--- src/rtl/pio_input_edge_irq_pkg.sv ---
// Shared constants for the edge-capturing input PIO: register map and edge-type encodings.
package pio_input_edge_irq_pkg;

  localparam logic [1:0] PIO_ADDR_DATA    = 2'd0;
  localparam logic [1:0] PIO_ADDR_RSVD    = 2'd1;
  localparam logic [1:0] PIO_ADDR_IRQMASK = 2'd2;
  localparam logic [1:0] PIO_ADDR_EDGECAP = 2'd3;

  localparam int EDGE_RISE = 0;
  localparam int EDGE_FALL = 1;
  localparam int EDGE_ANY  = 2;

endpackage

--- src/rtl/pio_input_edge_irq_if.sv ---
// Avalon-MM slave bus bundle for the input PIO (zero-latency reads).
interface pio_input_edge_irq_if #(
  parameter int WIDTH = 18
);
  logic [1:0]       address;
  logic             chipselect;
  logic             write_n;
  logic [WIDTH-1:0] writedata;
  logic [WIDTH-1:0] readdata;

  modport master (
    output address, chipselect, write_n, writedata,
    input  readdata
  );

  modport slave (
    input  address, chipselect, write_n, writedata,
    output readdata
  );
endinterface

--- src/rtl/pio_input_edge_irq_sync_edge_detect.sv ---
// Multi-flop input synchronizer plus previous-sample register and edge vector selection.
module pio_sync_edge_detect
  import pio_input_edge_irq_pkg::*;
#(
  parameter int WIDTH     = 18,
  parameter int SYNC_STG  = 2,
  parameter int EDGE_TYPE = 0,
  parameter bit RESET_IN  = 1'b0
) (
  input  logic             clk,
  input  logic             reset_n,
  input  logic [WIDTH-1:0] in_port,
  output logic [WIDTH-1:0] sync_q,
  output logic [WIDTH-1:0] edge_vec
);

  logic [SYNC_STG-1:0][WIDTH-1:0] sync_r;
  logic [WIDTH-1:0]               prev_q;
  logic [WIDTH-1:0]               rise;
  logic [WIDTH-1:0]               fall;

  // Synchronizer chain: entry at index 0, settled sample at the top index
  always_ff @(posedge clk or negedge reset_n) begin
    if (!reset_n) begin
      sync_r <= {(SYNC_STG*WIDTH){RESET_IN}};
      prev_q <= {WIDTH{RESET_IN}};
    end else begin
      sync_r <= {sync_r[SYNC_STG-2:0], in_port};
      prev_q <= sync_q;
    end
  end

  assign sync_q = sync_r[SYNC_STG-1];
  assign rise   = sync_q & ~prev_q;
  assign fall   = ~sync_q & prev_q;

  // Unknown edge-type encodings fall back to rising-edge detection
  always_comb begin
    case (EDGE_TYPE)
      EDGE_FALL: edge_vec = fall;
      EDGE_ANY:  edge_vec = rise | fall;
      default:   edge_vec = rise;
    endcase
  end

endmodule

--- src/rtl/pio_input_edge_irq.sv ---
// Input PIO: synchronized DATA readback, sticky write-1-to-clear edge capture, masked level IRQ.
module pio_input_edge_irq
  import pio_input_edge_irq_pkg::*;
#(
  parameter int WIDTH     = 18,
  parameter int SYNC_STG  = 2,
  parameter int EDGE_TYPE = 0,
  parameter bit RESET_IN  = 1'b0
) (
  input  logic                  clk,
  input  logic                  reset_n,
  pio_input_edge_irq_if.slave   bus,
  input  logic [WIDTH-1:0]      in_port,
  output logic                  irq
);

  logic [WIDTH-1:0] sync_q;
  logic [WIDTH-1:0] edge_det;
  logic [WIDTH-1:0] irq_mask;
  logic [WIDTH-1:0] edge_cap;
  logic             wr_en;

  pio_sync_edge_detect #(
    .WIDTH     (WIDTH),
    .SYNC_STG  (SYNC_STG),
    .EDGE_TYPE (EDGE_TYPE),
    .RESET_IN  (RESET_IN)
  ) u_sync_edge (
    .clk      (clk),
    .reset_n  (reset_n),
    .in_port  (in_port),
    .sync_q   (sync_q),
    .edge_vec (edge_det)
  );

  assign wr_en = bus.chipselect & ~bus.write_n;

  // Register stage: a new edge always wins over a same-cycle clear of that bit
  always_ff @(posedge clk or negedge reset_n) begin
    if (!reset_n) begin
      irq_mask <= '0;
      edge_cap <= '0;
      irq      <= 1'b0;
    end else begin
      if (wr_en && bus.address == PIO_ADDR_IRQMASK)
        irq_mask <= bus.writedata;
      if (wr_en && bus.address == PIO_ADDR_EDGECAP)
        edge_cap <= (edge_cap & ~bus.writedata) | edge_det;
      else
        edge_cap <= edge_cap | edge_det;
      irq <= |(edge_cap & irq_mask);
    end
  end

  always_comb begin
    case (bus.address)
      PIO_ADDR_DATA:    bus.readdata = sync_q;
      PIO_ADDR_RSVD:    bus.readdata = '0;
      PIO_ADDR_IRQMASK: bus.readdata = irq_mask;
      default:          bus.readdata = edge_cap;
    endcase
  end

endmodule

--- src/flat_wrapper.sv ---
// flat-port wrapper written by rule: the top's interface ports become plain ports
module pio_input_edge_irq_flat import pio_input_edge_irq_pkg::*;
#(
  parameter int WIDTH     = 18,
  parameter int SYNC_STG  = 2,
  parameter int EDGE_TYPE = 0,
  parameter bit RESET_IN  = 1'b0
)
  (clk, reset_n, in_port, irq, bus_address, bus_chipselect, bus_write_n, bus_writedata, bus_readdata);
  pio_input_edge_irq_if #(.WIDTH(WIDTH)) bus_i ();
  input  logic clk;
  input  logic reset_n;
  input  logic [WIDTH-1:0] in_port;
  output logic irq;
  input wire logic [$bits(bus_i.address)-1:0] bus_address;
  input wire logic [$bits(bus_i.chipselect)-1:0] bus_chipselect;
  input wire logic [$bits(bus_i.write_n)-1:0] bus_write_n;
  input wire logic [$bits(bus_i.writedata)-1:0] bus_writedata;
  output wire logic [$bits(bus_i.readdata)-1:0] bus_readdata;
  assign bus_i.address = bus_address;
  assign bus_i.chipselect = bus_chipselect;
  assign bus_i.write_n = bus_write_n;
  assign bus_i.writedata = bus_writedata;
  assign bus_readdata = bus_i.readdata;
  pio_input_edge_irq #(.WIDTH(WIDTH), .SYNC_STG(SYNC_STG), .EDGE_TYPE(EDGE_TYPE), .RESET_IN(RESET_IN)) u_core (.clk(clk), .reset_n(reset_n), .bus(bus_i), .in_port(in_port), .irq(irq));
endmodule
--- config.mk ---
export PLATFORM = sky130hd
export DESIGN_NAME = pio_input_edge_irq_flat
export DESIGN_NICKNAME = d
export VERILOG_FILES = /design/src/rtl/pio_input_edge_irq_pkg.sv /design/src/rtl/pio_input_edge_irq_if.sv /design/src/rtl/pio_input_edge_irq_sync_edge_detect.sv /design/src/rtl/pio_input_edge_irq.sv /design/src/flat_wrapper.sv
export SDC_FILE = /design/constraint.sdc
export NUM_CORES = 1
export LEC_CHECK = 0
export BUFFER_PORTS_ARGS = -buffer_cell sky130_fd_sc_hd__buf_2
export CAP_MARGIN = 20
export CORE_MARGIN = 3
export CORE_UTILIZATION = 54
export DETAILED_ROUTE_END_ITERATION = 16
export GPL_TIMING_DRIVEN = 0
export MAX_ROUTING_LAYER = met4
export PLACE_DENSITY = 0.78
export SETUP_SLACK_MARGIN = 0.2
export SYNTH_ARGS = -nofsm -noshare
export SYNTH_HDL_FRONTEND = slang
export SYNTH_SLANG_ARGS = --single-unit
--- constraint.sdc ---
create_clock -name clk -period 1.4 [get_ports clk]
set_input_delay 0.07 -clock clk [delete_from_list [all_inputs] [get_ports clk]]
set_output_delay 0.07 -clock clk [all_outputs]
set_load 0.005 [all_outputs]
* Word level (Yosys, flattened, before mapping)
Cells that the tools add are included.
Operators by class: reductions and logical operators 4, mux-type cells 2, eq/ne operators 3, bitwise operators 9
Operator list (count):
- $and 18x18->18 | 3
- $pmux 18 s3 | 1
- $not 18->18 | 2
- $or 18x18->18 | 2
- $mux 18 | 1
- $reduce_or 18->1 | 1
- $eq 2x2->1 const B | 2
- $eq 2x1->1 const B | 1
- $logic_and 1x1->1 | 2
- $logic_not 2->1 | 1
- $and 1x1->1 | 1
- $not 1->1 | 1
Storage, ports and cells: input bits 42, flip-flop bits (word level) 91

* Longest topological paths before layout
depth after elaboration 4, gate-level depth with buffers 6

* Hierarchy
A second synthesis with hierarchy kept.
Unflattened totals: cells, all modules 240, area, all modules 3666.0 um^2
Modules (own cells, without submodules):
- pio_input_edge_irq | cells an instance 150, instances 1, area an instance 1931.9 um^2
- pio_sync_edge_detect | cells an instance 90, instances 1, area an instance 1734.2 um^2

* Least setup slack after synthesis
OpenSTA, ideal clock, no wires.
kind flip-flop to flip-flop, from register u_core.edge_cap[8], to register u_core.irq, buffers on the path 0, data arrival time 0.985 ns, path slack 0.281 ns, library setup time 0.134 ns, stages on the path, launching flop included 5, cell sequence dfrtp_1 a22o_1 a221oi_1 and3_1 nand4_1
On the way: word-level cells in the longest chain between the ends 2
Ends and longest elaborated chain:
- start: declaration | line pio_input_edge_irq.sv:20 | logic [WIDTH-1:0] edge_cap;
- start signal: assignment | line pio_input_edge_irq.sv:48 | edge_cap <= (edge_cap & ~bus.writedata) | edge_det;
- start signal: assignment | line pio_input_edge_irq.sv:50 | edge_cap <= edge_cap | edge_det;
- $and 18x18->18 | line pio_input_edge_irq.sv:51 | irq <= |(edge_cap & irq_mask);
- $reduce_or 18->1 | line pio_input_edge_irq.sv:51
- end signal: assignment | line pio_input_edge_irq.sv:51
- end: declaration | line pio_input_edge_irq.sv:14 | output logic irq
No other way between the ends. A chain may end at the register's enable or synchronous reset.

* Worst setup path after layout
from register u_core.irq_mask[16], to output bus_readdata[16]
On the way: word-level cells in the longest chain between the ends 1
Ends and longest elaborated chain:
- start: declaration | line pio_input_edge_irq.sv:19 | logic [WIDTH-1:0] irq_mask;
- start signal: assignment | line pio_input_edge_irq.sv:46 | irq_mask <= bus.writedata;
- $pmux 18 s3 | line pio_input_edge_irq.sv:56 | case (bus.address)
- end: declaration | line flat_wrapper.sv:19 | output wire logic [$bits(bus_i.readdata)-1:0] bus_readdata;
No other way between the ends.

==> results.toml <==
[timing]
fmax_ghz = 0.699
finalHoldViolCount = 0
maxSlewHeadroom_pct = 60.1
final.setup.worst_slack_ns = -0.0305
setup_violations = 5
post-route-period-util_pct = 102
finalCriticalPeriod_ns = 1.43
rsz0062_at_grt = "yes"
skew_ns = 0.00728
whs_ns = 0.162
final-max-slew-violation-count = 0
worst_pin_slew_ns = 0.599
fin_setup_tns_ns = -0.0607

[clock_tree]
clockBufferDepth = 2
cts_max_level = 3
cts_num_sinks = 91
root_buffer = "clkbuf_8"
clkLatencyLatePin_ns = 0.35
cts_buffers = 9
clkSlewWorstSetupHoldPaths_ns = 0.08
cts_tree = "yes"

[setup_path]
worstSetupStartpoint = "u_core.irq_mask[16]$_DFFE_PN0P_"
cp_slowest_cell = "dfrtp_1"
rr_endpoint = "u_core.irq$_DFF_PN0_"
cpPeakStageDelay_ns = 0.40
path_class = "register to output pin"
crit_buf_inv = 1
cp_max_fo = 2
cp_num_cells = 3
worstPathRequired_ns = 1.33
endpoint_kind = "output pin"
worst-r2r-setup-slack_ns = 0.04
path_cells = "mux2_4, a22o_1, buf_2"
arrival_ns = 1.36
start_kind = "register"
crit_family = "flip-flops"
r2r-start = "u_core.irq_mask[13]$_DFFE_PN0P_"
critical_path.endpoint = "bus_readdata[16]"
reg2regPathDepth = 5

[drt]
drc_errors = 0
dr.pass1.iters = 4
wl_um = 7290
wire_per_inst_um = 15.8
num_vias = 2393
drt_iter0_markers = 89
via_per_inst = 5.19
postRouteAntennaNets = 0

[logic_synthesis]
ys_seq_elements = 91
yosysUniqueCellTypes = 18
synth_fp_nets = 282
synthesis.area_um2 = 3350
synthCells = 240
synth_top_area_cell = "dfrtp_1"
yosys-top-cells-area = "dfrtp_1 68%, mux2_2 8.7%, a22o_1 5.5%"
synth.yosys.seq_area_share_pct = 67.9
synth_top_area_share_pct = 67.9
ys_warn_count = 0
avgSynthCellArea_um2 = 14.0

[grt]
antenna_found_initial = 0
grt_overflow = 0
grt_first_pass_wirelength_um = 12200
grt_max_degree = 68
grt_pass1_vias = 2582
grt_usage_pct = 22.7

[power_and_ir_drop]
leakagePower_nw = 2.29
ir_drop_mv = 0.978
powerDensity_nw_per_um2 = 1240
p_total_mw = 5.75

[cells_and_area]
areaGrowthSynthToFinish_pct = 38.3
final_common_cell = "dfrtp_1"
fillers = 347
nets = 423
final_cell_area_um2 = 4640
antenna_cells = 0
final_cell_mix = "91 x dfrtp_1, 61 x buf_2, 37 x nand2_1, 37 x dlygate4sd3_1, 34 x buf_4"
final_layout_size_suffix_gt1_share_pct = 39.6

[die]
rows = 28
dieArea_um2 = 7190
coreArea_um2 = 5960
die_h_um = 84.8
initial_core_util_pct = 56.3
ios = 61
die_w_um = 84.8

[hold_path]
min-delay-path-class = "input pin to asynchronous set/reset pin"

[job]
maxCapViolCount = 0

[placed_design]
globalplace.congestion = 0.733
portBuffers = 60
placed_cell_area_um2 = 3780
pre_cts_ws_ns = -0.153
dpl.hpwl_um = 4290

[status]
status = "finished with violations"
violations = "setup timing"
[worst reg2reg max path, cell delays in order (launching register included)]
cell      delay [ns]
dfrtp_1         0.41
buf_4           0.15
a22o_1          0.21
a221oi_2        0.19
and3_1          0.20
nand4_1         0.08
[registers in the layout, indices dropped and copies added, names as in the netlist]
register,flops
u_core.edge_cap,18
u_core.irq_mask,18
u_core.u_sync_edge.prev_q,18
u_core.u_sync_edge.sync_q,18
u_core.u_sync_edge.sync_r,18
u_core.irq,1
[synth_stat cells]
master / number
o21ai_0: 18
and3_1: 1
nor3_4: 1
a22oi_1: 3
a22o_1: 21
buf_6: 3
inv_1: 18
nand2_1: 37
mux2_2: 26
mux2_4: 10
dfrtp_1: 91
nand4_1: 1
buf_2: 3
and4b_1: 1
buf_4: 1
nor2_2: 1
a221oi_1: 3
clkbuf_1: 1
[power breakdown]
| group | internal, mW | switching, mW |
|---|---|---|
| clock network | 0.872 | 0.858 |
| registers | 2.85 | 0.138 |
| logic | 0.658 | 0.373 |
[kinds of logic (layout without fill, tap and decap cells)]
family / Yosys count / count (layout) / share of synthesized area [%]
flops: 91 / 91 / 67.9
compound gates: 45 / 45 / 9.62
simple gates: 42 / 42 / 5.48
mux: 36 / 36 / 13.2
buf+inv: 26 / 172 / 3.80
[layer usage]
layer | GRT usage (%) | share of wire, %
met4 | 9.50 | 1.7
met5 | - | 0
met1 | 27.9 | 43
met2 | 36.3 | 50
met3 | 5.34 | 5.4
[what timing repair did]
| item | CTS | global route |
|---|---|---|
| buffers inserted | 17 | 15 |
| endpoints found under the hold margin | 75 | 0 |
| hold buffers | 37 | 0 |
| endpoints found under the setup margin | 19 | 19 |
| gates resized for setup | 11 | 3 |
[stage by stage]
stage,instances,util (%)
3_5_place_dp,376,63.4
5_1_grt,461,77.9
2_1_floorplan,240,-
3_3_place_gp,375,62.9
6_report,461,77.9
4_1_cts,446,75.8
[worst min-delay path by stage]
stage                      startpoint                                 endpoint  slack [ns]  depth (start not counted)
after global routing          reset_n   u_core.u_sync_edge.sync_r[5]$_DFF_PN0_        0.17                          2
after CTS                     reset_n   u_core.u_sync_edge.sync_r[5]$_DFF_PN0_        0.16                          2
after detailed placement      reset_n   u_core.u_sync_edge.sync_r[5]$_DFF_PN0_      -0.001                          1
final                         reset_n   u_core.u_sync_edge.sync_q[1]$_DFF_PN0_        0.16                          2
after floorplan               reset_n             u_core.edge_cap[0]$_DFF_PN0_       -0.23                          0
after global placement    in_port[17]  u_core.u_sync_edge.sync_r[17]$_DFF_PN0_        0.18                          1
[final cells by class]
class	instances	area [um2]	share of cell area (%)
inverters	18	67.6	1.46
well taps	75	93.8	2.02
multi-input cells	123	1000	21.6
repair buffers	130	941	20.3
plain buffers	8	62.6	1.35
clock buffers	12	145	3.13
clock inverters	4	50.0	1.08
flip-flops and latches	91	2280	49.1
No activity file was read; power rests on OpenSTA's default activity.
